**src/rtl/message_fifo_reader.sv**
```systemverilog
// message_fifo_reader: drains length-prefixed frames from the message FIFO and
// presents them one byte at a time to a valid/ready sink with SOF/EOF flags.
module message_fifo_reader #(
    parameter int unsigned READ_LATENCY  = 1,
    parameter int unsigned SETTLE_CYCLES = 2
) (
    input  logic        clk,
    input  logic        rst,
    input  logic [7:0]  fifo_data,
    input  logic        fifo_frame_valid,
    output logic        fifo_data_latch,
    input  logic        flush,
    output logic [7:0]  out_data,
    output logic        out_valid,
    input  logic        out_ready,
    output logic        out_sof,
    output logic        out_eof,
    output logic        busy,
    output logic [15:0] frames_sent
);

    localparam int unsigned BYTE_W = 8;
    localparam int unsigned CNT_W  = 8;
    localparam int unsigned FRM_W  = 16;

    localparam logic [CNT_W-1:0] RL_THR     = CNT_W'(READ_LATENCY);
    localparam logic [CNT_W-1:0] SETTLE_THR = CNT_W'(SETTLE_CYCLES);

    typedef enum logic [2:0] {
        IDLE    = 3'd0,
        CAPTURE = 3'd1,
        PRESENT = 3'd2,
        GAP     = 3'd3,
        SETTLE  = 3'd4
    } state_t;

    state_t              state_q, state_d;
    logic                flush_frame_q, flush_frame_d;
    logic [BYTE_W-1:0]   idx_q, idx_d;
    logic [BYTE_W-1:0]   rem_q, rem_d;
    logic                last_q, last_d;
    logic [CNT_W-1:0]    cnt_q, cnt_d;
    logic [CNT_W-1:0]    cnt_sat;
    logic [BYTE_W-1:0]   hold_d;
    logic [FRM_W-1:0]    frames_d;
    logic                latch_d, valid_d, sof_d, eof_d, busy_d;

    // cnt_q counts cycles since the last pop (in PRESENT/GAP) or since SETTLE entry
    assign cnt_sat = (cnt_q == '1) ? cnt_q : cnt_q + CNT_W'(1);

    // Next-state and next-output decode; outputs are registered alongside state
    always_comb begin
        state_d       = state_q;
        flush_frame_d = flush_frame_q;
        idx_d         = idx_q;
        rem_d         = rem_q;
        last_d        = last_q;
        cnt_d         = cnt_q;
        hold_d        = out_data;
        frames_d      = frames_sent;

        case (state_q)
            IDLE: begin
                if (fifo_frame_valid) begin
                    state_d       = CAPTURE;
                    flush_frame_d = flush;
                end
            end
            CAPTURE: begin
                hold_d = fifo_data;
                cnt_d  = CNT_W'(1);
                if (idx_q == 8'd2) begin
                    rem_d  = fifo_data;
                    last_d = (fifo_data == 8'd0);
                end else if (idx_q >= 8'd3) begin
                    rem_d  = rem_q - 8'd1;
                    last_d = (rem_q == 8'd1);
                end else begin
                    last_d = 1'b0;
                end
                state_d = PRESENT;
            end
            PRESENT: begin
                cnt_d = cnt_sat;
                if ((out_valid && out_ready) || flush_frame_q) begin
                    idx_d = (idx_q == 8'hFF) ? idx_q : idx_q + 8'd1;
                    if (last_q) begin
                        state_d  = SETTLE;
                        cnt_d    = '0;
                        frames_d = frames_sent + FRM_W'(1);
                    end else begin
                        state_d = GAP;
                    end
                end
            end
            GAP: begin
                cnt_d = cnt_sat;
                if (cnt_sat >= RL_THR) begin
                    state_d = CAPTURE;
                end
            end
            SETTLE: begin
                cnt_d = cnt_sat;
                if (cnt_sat >= SETTLE_THR) begin
                    state_d = IDLE;
                    idx_d   = '0;
                    rem_d   = '0;
                    last_d  = 1'b0;
                    cnt_d   = '0;
                end
            end
            default: begin
                state_d = IDLE;
            end
        endcase

        latch_d = (state_d == CAPTURE);
        valid_d = (state_d == PRESENT) && !flush_frame_d;
        sof_d   = valid_d && (idx_d == 8'd0);
        eof_d   = valid_d && last_d;
        busy_d  = (state_d != IDLE);
    end

    // State, datapath and output registers with synchronous reset
    always_ff @(posedge clk) begin
        if (rst) begin
            state_q         <= IDLE;
            flush_frame_q   <= 1'b0;
            idx_q           <= '0;
            rem_q           <= '0;
            last_q          <= 1'b0;
            cnt_q           <= '0;
            out_data        <= '0;
            out_valid       <= 1'b0;
            out_sof         <= 1'b0;
            out_eof         <= 1'b0;
            fifo_data_latch <= 1'b0;
            busy            <= 1'b0;
            frames_sent     <= '0;
        end else begin
            state_q         <= state_d;
            flush_frame_q   <= flush_frame_d;
            idx_q           <= idx_d;
            rem_q           <= rem_d;
            last_q          <= last_d;
            cnt_q           <= cnt_d;
            out_data        <= hold_d;
            out_valid       <= valid_d;
            out_sof         <= sof_d;
            out_eof         <= eof_d;
            fifo_data_latch <= latch_d;
            busy            <= busy_d;
            frames_sent     <= frames_d;
        end
    end

endmodule
```
**config.mk**
```make
export PLATFORM = sky130hd
export DESIGN_NAME = message_fifo_reader
export DESIGN_NICKNAME = d
export VERILOG_FILES = /design/src/rtl/message_fifo_reader.sv
export SDC_FILE = /design/constraint.sdc
export NUM_CORES = 1
export LEC_CHECK = 0
export CAP_MARGIN = 25
export CORE_AREA = 2 2 94 73
export DETAILED_ROUTE_END_ITERATION = 7
export DIE_AREA = 0 0 96 75
export GPL_TIMING_DRIVEN = 0
export MAX_ROUTING_LAYER = met4
export PLACE_DENSITY = 0.8
export SLEW_MARGIN = 15
export SYNTH_ARGS = -nofsm -noshare
export SYNTH_HDL_FRONTEND = slang
export SYNTH_SLANG_ARGS = --single-unit
```
**constraint.sdc**
```tcl
create_clock -name clk -period 2.8 [get_ports clk]
set_clock_uncertainty 0.15 [all_clocks]
set_input_delay 0.7 -clock clk [delete_from_list [all_inputs] [get_ports clk]]
set_output_delay 0.7 -clock clk [all_outputs]
set_load 0.05 [all_outputs]
```
Yosys cells after proc, flatten, opt, wreduce, memory -nomap -nowiden
Index checks and enable logic that the tools add are counted.

Eq/ne operators: 12. Add/sub/neg operators: 4. Multipliers: 0. Shifts and indexed selects: 0. Multiplexer cells: 25. Div/mod/pow operators: 0. Reduce and logical (&&, ||, !) cells: 14. Order comparisons: 3. Bitwise operators: 0.

Operators by type and width (count): 8-bit 2-to-1 mux (10); 8-bit one-hot mux with 2 select lines (2); 8-bit one-hot mux with 4 select lines (1); 16-bit by 1-bit adder with 16-bit output, second input constant (1); 8-bit by 1-bit adder with 8-bit output, second input constant (2); 8-bit equality test, second input constant (2); 8-bit by 2-bit >= comparator with 1-bit output, second input constant (2); 8-bit logical NOT (2); 3-bit 2-to-1 mux (5); 3-bit one-hot mux with 5 select lines (1); 3-bit by 2-bit equality test with 1-bit output, second input constant (3); 8-bit by 1-bit equality test with 1-bit output, second input constant (1); 8-bit by 2-bit equality test with 1-bit output, second input constant (1); 8-bit by 1-bit >= comparator with 1-bit output, second input constant (1); 8-bit by 1-bit subtractor with 8-bit output, second input constant (1); 3-bit by 1-bit equality test with 1-bit output, second input constant (2); 3-bit AND reduction (2); 1-bit 2-to-1 mux (5); 1-bit logical AND (4); 4-bit nonzero test (1); 3-bit equality test, second input constant (1); 3-bit logical NOT (1); 3-bit inequality test, second input constant (1); 3-bit nonzero test (1); 5 further kinds (5).

Memories: 0. Memory bits (read-only): 0. Bits of input ports: 13. Bits in latches: 0. Bits in writable memories: 0. Bits in registers: 58.

Logic depth before layout (Yosys ltp)
Gate-level depths: netlist of run 1.

Depth in word-level cells: 8. Gate-level depth with buffers: 10.

Worst setup path before layout of run 1
OpenSTA, ideal clock, no wires.

Kind: register -> register. Start point: reg idx_q[1]. End point: reg out_sof. Arrival: 2.061 ns. Required time: 2.534 ns. Cell stages (with the launch flop): 8. Path slack: 0.473 ns. Cell sequence: dfxtp_1 -> ha_1 -> nand3_1 -> o311ai_1 -> o22ai_1 -> nand4_1 -> a211oi_1 -> and4_1.

Cells in the longest elaborated chain, start to end: 6.

RTL lines: from (decl) (line 39) `logic [BYTE_W-1:0] idx_q, idx_d;`; from (signal assigned) (line 143) `idx_q <= idx_d;`; 8-bit by 1-bit adder with 8-bit output or 8-bit equality test (tied branches) (line 86) `idx_d = (idx_q == 8'hFF) ? idx_q : idx_q + 8'd1;`; 8-bit 2-to-1 mux (line 86); 8-bit 2-to-1 mux (line 85) `if ((out_valid && out_ready) || flush_frame_q) begin`; 8-bit one-hot mux with 2 select lines (*) (line 62) `case (state_q)`; 8-bit logical NOT (*) (line 119) `sof_d = valid_d && (idx_d == 8'd0);`; 1-bit logical AND (*) (line 119); to (signal assigned) (line 135) `out_sof <= 1'b0;`; to (signal assigned) (line 149) `out_sof <= sof_d;`; to (decl) (line 16) `output logic out_sof,`.

Every way passes the cells marked *; elsewhere a longest branch is shown, timed or not. A chain may end at the register's enable or synchronous reset.

Worst setup path after layout of run 1
Start point: reg cnt_q[0]. End point: reg out_sof.

Cells in the longest elaborated chain, start to end: 8.

RTL lines: from (decl) (line 42) `logic [CNT_W-1:0] cnt_q, cnt_d;`; from (signal assigned) (line 146) `cnt_q <= cnt_d;`; 8-bit by 1-bit adder with 8-bit output or 8-bit equality test (tied branches) (line 49) `assign cnt_sat = (cnt_q == '1) ? cnt_q : cnt_q + CNT_W'(1);`; 8-bit 2-to-1 mux (*) (line 49); 8-bit by 2-bit >= comparator with 1-bit output or 8-bit by 1-bit >= comparator with 1-bit output (tied branches) (line 104, 98); 3-bit 2-to-1 mux, on equally long branches (line 104, 98); 3-bit one-hot mux with 5 select lines (line 62); 3-bit by 2-bit equality test with 1-bit output (line 118) `valid_d = (state_d == PRESENT) && !flush_frame_d;`; 1-bit logical AND (line 118); 1-bit logical AND (*) (line 119).

Marked as above.

==> results of run 1 <==
==> metal layers <==
| layer | wire, um | track usage, % |
|---|---|---|
| met3 | 525 | 7.21 |
| met1 | 3740 | 32.4 |
| met2 | 3550 | 35.4 |
| met5 | 0 | - |
| met4 | 97 | 7.62 |
==> state kept, by name (all words and copies together) (netlist names) <==
name	cells
busy	1
cnt_q	8
fifo_data_latch	1
flush_frame_q	1
frames_sent	16
idx_q	8
last_q	1
out_data	8
out_eof	1
out_sof	1
out_valid	1
rem_q	8
state_q	3
==> kinds of logic (layout without fill, tap and decap cells) <==
logic type	Yosys count	in the layout	share of synthesized area, %
AND/OR/NAND/NOR	184	184	30.3
adder cells (fa/ha/maj)	6	6	2.46
multiplexers	4	4	1.31
XOR/XNOR	20	20	5.74
flip-flops	58	58	38.0
AO/OA/AOI/OAI	83	83	17.7
buffers and inverters	29	87	4.51
==> worst max path at each step <==
stage,end,start,slack [ns],cells past startpoint
floorplan,out_sof$_SDFF_PP0_,idx_q[1]$_SDFF_PP0_,0.47,7
global placement,idx_q[4]$_SDFF_PP0_,cnt_q[0]$_SDFFE_PP0P_,-0.09,9
detailed placement,idx_q[4]$_SDFF_PP0_,cnt_q[0]$_SDFFE_PP0P_,-0.08,9
CTS,idx_q[4]$_SDFF_PP0_,cnt_q[0]$_SDFFE_PP0P_,0.06,9
global route,out_sof$_SDFF_PP0_,cnt_q[0]$_SDFFE_PP0P_,0.05,6
finish,out_sof$_SDFF_PP0_,cnt_q[0]$_SDFFE_PP0P_,0.19,6
==> critical path, delay by kind of cell, from the launching register on <==
| family | cells | cell delay, ns |
|---|---|---|
| flops | 1 | 0.44 |
| compound gates | 2 | 0.75 |
| simple gates | 3 | 0.85 |
| fa+ha+maj | 1 | 0.36 |
==> power by group <==
part           leakage (nW)  total [mW]  switching, mW  internal, mW
clock                0.0986       0.808          0.350         0.458
sequential            0.469       0.868         0.0191         0.849
combinational         0.759       0.269          0.175        0.0937
total                  1.33        1.95          0.545          1.40
==> timing repair <==
item,CTS,global route
gates resized for setup,2,1
hold endpoints to repair,0,0
pin swaps,0,1
endpoints found under the setup margin,11,16
buffers inserted,0,2
==> cell type report <==
class / instances / area share [%]
Multi-Input combinational cell: 297 / 46.7
Sequential cell: 58 / 30.6
Timing Repair Buffer: 43 / 11.2
Clock buffer: 12 / 4.08
Tap cell: 81 / 2.67
Buffer: 18 / 2.54
Clock inverter: 4 / 1.32
Inverter: 10 / 0.988
==> through the flow <==
step / power [mW] / TNS [ns] / hold WS (ns) / utilization [%]
2_1_floorplan: 1.06 / 0 / 0.338 / -
3_3_place_gp: 1.15 / -0.413 / 0.295 / 57.3
3_5_place_dp: 1.15 / -0.398 / 0.300 / 57.3
4_1_cts: 1.95 / 0 / 0.308 / 60.8
5_1_grt: 2.01 / 0 / 0.329 / 61.0
6_report: 1.95 / 0 / 0.308 / 61.0
==> layout by cell type (no fill, tap or decap), types with 9 or more instances in the layout <==
cell	instances
clkdlybuf4s50_1	41
nor2_1	56
clkbuf_1	12
nor3_1	13
clkbuf_8	11
dfxtp_1	58
nand3_1	16
a211oi_1	9
nand2_1	39
a31oi_1	13
inv_1	10
xnor2_1	12
a21oi_1	32
==> qor.yml, run 1 <==
hold_path:
  min_path_type: "reg2reg"
  hp-start: "out_data[2]$_SDFFE_PP0P_"
  hold_path_depth: 2
  min_to: "out_data[2]$_SDFFE_PP0P_"
power:
  peakVddDrop_mv: 0.333
  p_per_area_mw_per_mm2: 512
  leakagePower_nw: 1.33
worst_setup_path:
  endpoint_kind: "flip-flop"
  worstReg2RegStart: "cnt_q[0]$_SDFFE_PP0P_"
  crit_path_top_delay_cell: "a2111oi_2"
  r2r_end: "out_sof$_SDFF_PP0_"
  worstSetupPathType: "reg2reg"
  r2r_slack_ns: 0.19
  start_kind: "flip-flop"
  critPathMaxFanout: 8
  reg2reg_depth: 6
  required_ns: 2.93
  slowest_delay_ns: 0.51
  arrival_ns: 2.74
  path_cells: "ha_1 -> nand3_1 -> or4_1 -> a2111oi_2 -> o21ba_2 -> and4_1"
routing:
  ant_nets: 0
  via_per_inst: 5.84
  drc: 0
  post_drt_wl_per_cell_um: 15.1
  num_vias: 3054
  dr.pass1.iters: 5
  finalWirelength_um: 7910
  drtIter0Drc: 319
clock_tree:
  cts_tree: "done"
  clock-sinks: 58
  clkTransAtPathRegs_ns: 0.07
  ctsLongestPathBuffers: 2
  cts_max_level: 3
  numCtsBuffers: 9
  clk_root_buffer_cell: "clkbuf_8"
  clock_latency_ns: 0.34
  cts_hold_buf: 0
yosys:
  ys.warnings.count: 0
  ys_seq_elements: 58
  yosysMostFrequentCell: "dfxtp_1"
  ys_async_sr_fraction_pct: 0
  synth_top_area_share_pct: 38.0
  syn-cell-area_mm2: 0.00305
  ys_types: 55
  synth_area_leaders: "dfxtp_1 38%, nor2_1 6.9%, a21oi_1 5.2%, nand2_1 4.8%, xnor2_1 3.4%"
  yosys-top-cells-count: "58 x dfxtp_1, 56 x nor2_1, 39 x nand2_1"
  ys_seq_area_share_pct: 38.0
  ys.flop_type: "dfxtp_1"
  synth_cells: 384
  yosysTopAreaCell: "dfxtp_1"
  synth_area_per_cell_um2: 7.95
  syn_nets: 403
  synth_edf_count: 0
finish:
  drive_gt1_share_pct: 8.37
  fin_cells: 523
  regArea_mm2: 0.00116
  diodes: 0
  multi_input_area_mm2: 0.00177
  layout-area-overhead-vs-synth_pct: 24.4
  stdcell_area_mm2: 0.00380
  nets: 456
  fill_cells: 544
grt:
  grt_pass1_vias: 2709
  grt_first_pass_wirelength_um: 12800
  grt_usage_pct: 24.2
  grt_start_max_net_pins: 11
  grt_overflow: 0
  grt_antenna_before_repair: 0
sta:
  fmax_mhz: 384
  final.min_clock_period_ns: 2.61
  rsz0062_at_grt: "no"
  relSlewSlack_pct: 56.7
  finalSetupViolations: 0
  post-route-period-util_pct: 93.1
  hold_viol: 0
  slew_violations: 0
  worstMarginPinSlew_ns: 0.649
  fin_ws_ns: 0.193
placed_design:
  place_area_mm2: 0.00357
  dp.cells: 506
  dp_hpwl_um: 5640
  routabilityCongestion: 0.942
  pre_cts_ws_ns: -0.0848
  port_buffers: 41
floorplan:
  ios: 42
  dieArea_mm2: 0.00720
  rows: 25
  start_util_pct: 49.1
  core-area_mm2: 0.00622
  die_h_um: 75
  die_w_um: 96
run:
  drv_cap: 0
run_status:
  status: "completed"
Note: power is estimated with default switching activity, not from simulation.
==> inputs of run 2 (changes only) <==
==> constraint.sdc (replaced) <==
create_clock -name clk -period 2.85 [get_ports clk]
set_clock_uncertainty 0.15 [all_clocks]
set_input_delay 0.7125 -clock clk [delete_from_list [all_inputs] [get_ports clk]]
set_output_delay 0.7125 -clock clk [all_outputs]
set_load 0.05 [all_outputs]
==> qor.yml, run 2 (synthesis gave the netlist of run 1 again) <==
run_status:
  status: "completed"
grt:
  grt_first_pass_wirelength_um: 12700  # -0.91%
  grt_start_max_net_pins: 11  # unchanged
  grt_antenna_before_repair: 0  # unchanged
  grt_usage_pct: 24.0  # -0.27 points
  grt_overflow: 0  # unchanged
  grt_pass1_vias: 2677  # -1.2%
sta:
  hold_viol: 0  # unchanged
  fmax_mhz: 384  # +0.24%
  final.min_clock_period_ns: 2.60  # -0.00630 ns
  slew_violations: 0  # unchanged
  relSlewSlack_pct: 56.5  # -0.19 points
  fin_ws_ns: 0.249  # +0.0563 ns
  worstMarginPinSlew_ns: 0.652  # +0.00288 ns
  rsz0062_at_grt: "no"
  post-route-period-util_pct: 91.3  # -1.9 points
  finalSetupViolations: 0  # unchanged
clock_tree:
  ctsLongestPathBuffers: 2  # unchanged
  cts_tree: "done"
  clock-sinks: 58  # unchanged
  cts_max_level: 3  # unchanged
  clock_latency_ns: 0.34  # about the same
  clkTransAtPathRegs_ns: 0.06  # about the same
  clk_root_buffer_cell: "clkbuf_8"
  cts_hold_buf: 0  # unchanged
  numCtsBuffers: 9  # unchanged
power:
  leakagePower_nw: 1.33  # unchanged
  p_per_area_mw_per_mm2: 501  # -2.1%
  total_power_mw: 1.91  # -2.1%
  peakVddDrop_mv: 0.327  # -1.7%
routing:
  finalWirelength_um: 7890  # -0.22%
  drtIter0Drc: 339  # +6.3%
  num_vias: 3040  # -0.46%
  ant_nets: 0  # unchanged
  post_drt_wl_per_cell_um: 15.1  # -0.22%
  drc: 0  # unchanged
  dr.pass1.iters: 4  # -1
  via_per_inst: 5.81  # -0.46%
worst_setup_path:
  critPathMaxFanout: 8  # unchanged
  r2r_slack_ns: 0.25  # +0.06 ns
  reg2reg_depth: 6  # unchanged
  arrival_ns: 2.73  # about the same
  start_kind: "flip-flop"
  worstSetupPathType: "reg2reg"
  endpoint_kind: "flip-flop"
  r2r_end: "out_sof$_SDFF_PP0_"
  required_ns: 2.98  # +0.05 ns
  worstReg2RegStart: "cnt_q[0]$_SDFFE_PP0P_"
finish:
  stdcell_area_mm2: 0.00380  # unchanged
  final_common_cell: "dfxtp_1"
  layout-area-overhead-vs-synth_pct: 24.4  # unchanged
  nets: 456  # unchanged
  top_register: "frames_sent"
  diodes: 0  # unchanged
  drive_gt1_share_pct: 8.37  # unchanged
  layout_common_cells: "58 x dfxtp_1, 56 x nor2_1, 41 x clkdlybuf4s50_1"
  largest_reg_flops: 16  # unchanged
  utilization_pct: 61.0  # unchanged
placed_design:
  routabilityCongestion: 0.942  # unchanged
  pre_cts_ws_ns: -0.0348  # +0.0500 ns
  port_buffers: 41  # unchanged
  dp_hpwl_um: 5640  # unchanged
  place_area_mm2: 0.00357  # unchanged
floorplan:
  rows: 25  # unchanged
  dieArea_mm2: 0.00720  # unchanged
  die_h_um: 75  # unchanged
  start_util_pct: 49.1  # unchanged
  die_w_um: 96  # unchanged
  core-area_mm2: 0.00622  # unchanged
  ios: 42  # unchanged
hold_path:
  min_to: "out_data[2]$_SDFFE_PP0P_"
  hold_path_depth: 2  # unchanged
  min_path_type: "reg2reg"
  hp-start: "out_data[2]$_SDFFE_PP0P_"
run:
  drv_cap: 0  # unchanged
run 2: cell counts in the layout (fill, tap and decap cells not counted):
Identical to the previous run, type by type.
run 2: layout make-up:
type / instances / area [um2]
Clock buffer: 12 / 155
Sequential cell: 58 / 1160
Tap cell: 81 / 101
Multi-Input combinational cell: 297 / 1770
Fill cell: 544 / 2420
Clock inverter: 4 / 50.0
Timing Repair Buffer: 43 / 425
Inverter: 10 / 37.5
Buffer: 18 / 96.3
run 2: critical path, stage by stage, from the launching register on:
cell,delay [ns]
dfxtp_1,0.44
ha_1,0.35
nand3_1,0.20
or4_1,0.45
a2111oi_2,0.52
o21ba_2,0.24
and4_1,0.19
run 2: worst max path at each step:
stage	from	endpoint	slack [ns]	cells after the start
2_1_floorplan	idx_q[1]$_SDFF_PP0_	out_sof$_SDFF_PP0_	0.52	7
4_1_cts	idx_q[1]$_SDFF_PP0_	out_sof$_SDFF_PP0_	0.04	7
5_1_grt	cnt_q[0]$_SDFFE_PP0P_	out_sof$_SDFF_PP0_	0.10	6
3_5_place_dp	cnt_q[0]$_SDFFE_PP0P_	idx_q[4]$_SDFF_PP0_	-0.03	9
3_3_place_gp	cnt_q[0]$_SDFFE_PP0P_	idx_q[4]$_SDFF_PP0_	-0.04	9
6_report	cnt_q[0]$_SDFFE_PP0P_	out_sof$_SDFF_PP0_	0.25	6
run 2: per-stage QoR:
stage | setup TNS (ns) | hold WS, ns | instances
global route | 0 | 0.329 | 523
CTS | 0 | 0.308 | 522
global placement | -0.0753 | 0.295 | 506
floorplan | 0 | 0.338 | 384
finish | 0 | 0.307 | 523
detailed placement | -0.0921 | 0.300 | 506
run 2: what timing repair did:
action,CTS,global route
setup buffers,0,2
gates cloned,0,0
endpoints found under the setup margin,5,14
resized for setup,1,2
pin swaps,0,1
run 2: where the power goes:
| group | internal (mW) | leakage [nW] | switching (mW) | total (mW) |
|---|---|---|---|---|
| logic | 0.0920 | 0.759 | 0.172 | 0.264 |
| clock network | 0.450 | 0.0986 | 0.338 | 0.788 |
| registers | 0.835 | 0.469 | 0.0188 | 0.853 |
run 2: layer usage:
metal	up-vias	track usage [%]	share of wire (%)
li1	1485	-	-
met5	-	-	0
met2	107	34.8	45
met4	0	6.98	1.1
met1	1439	32.4	47
met3	9	7.21	6.7
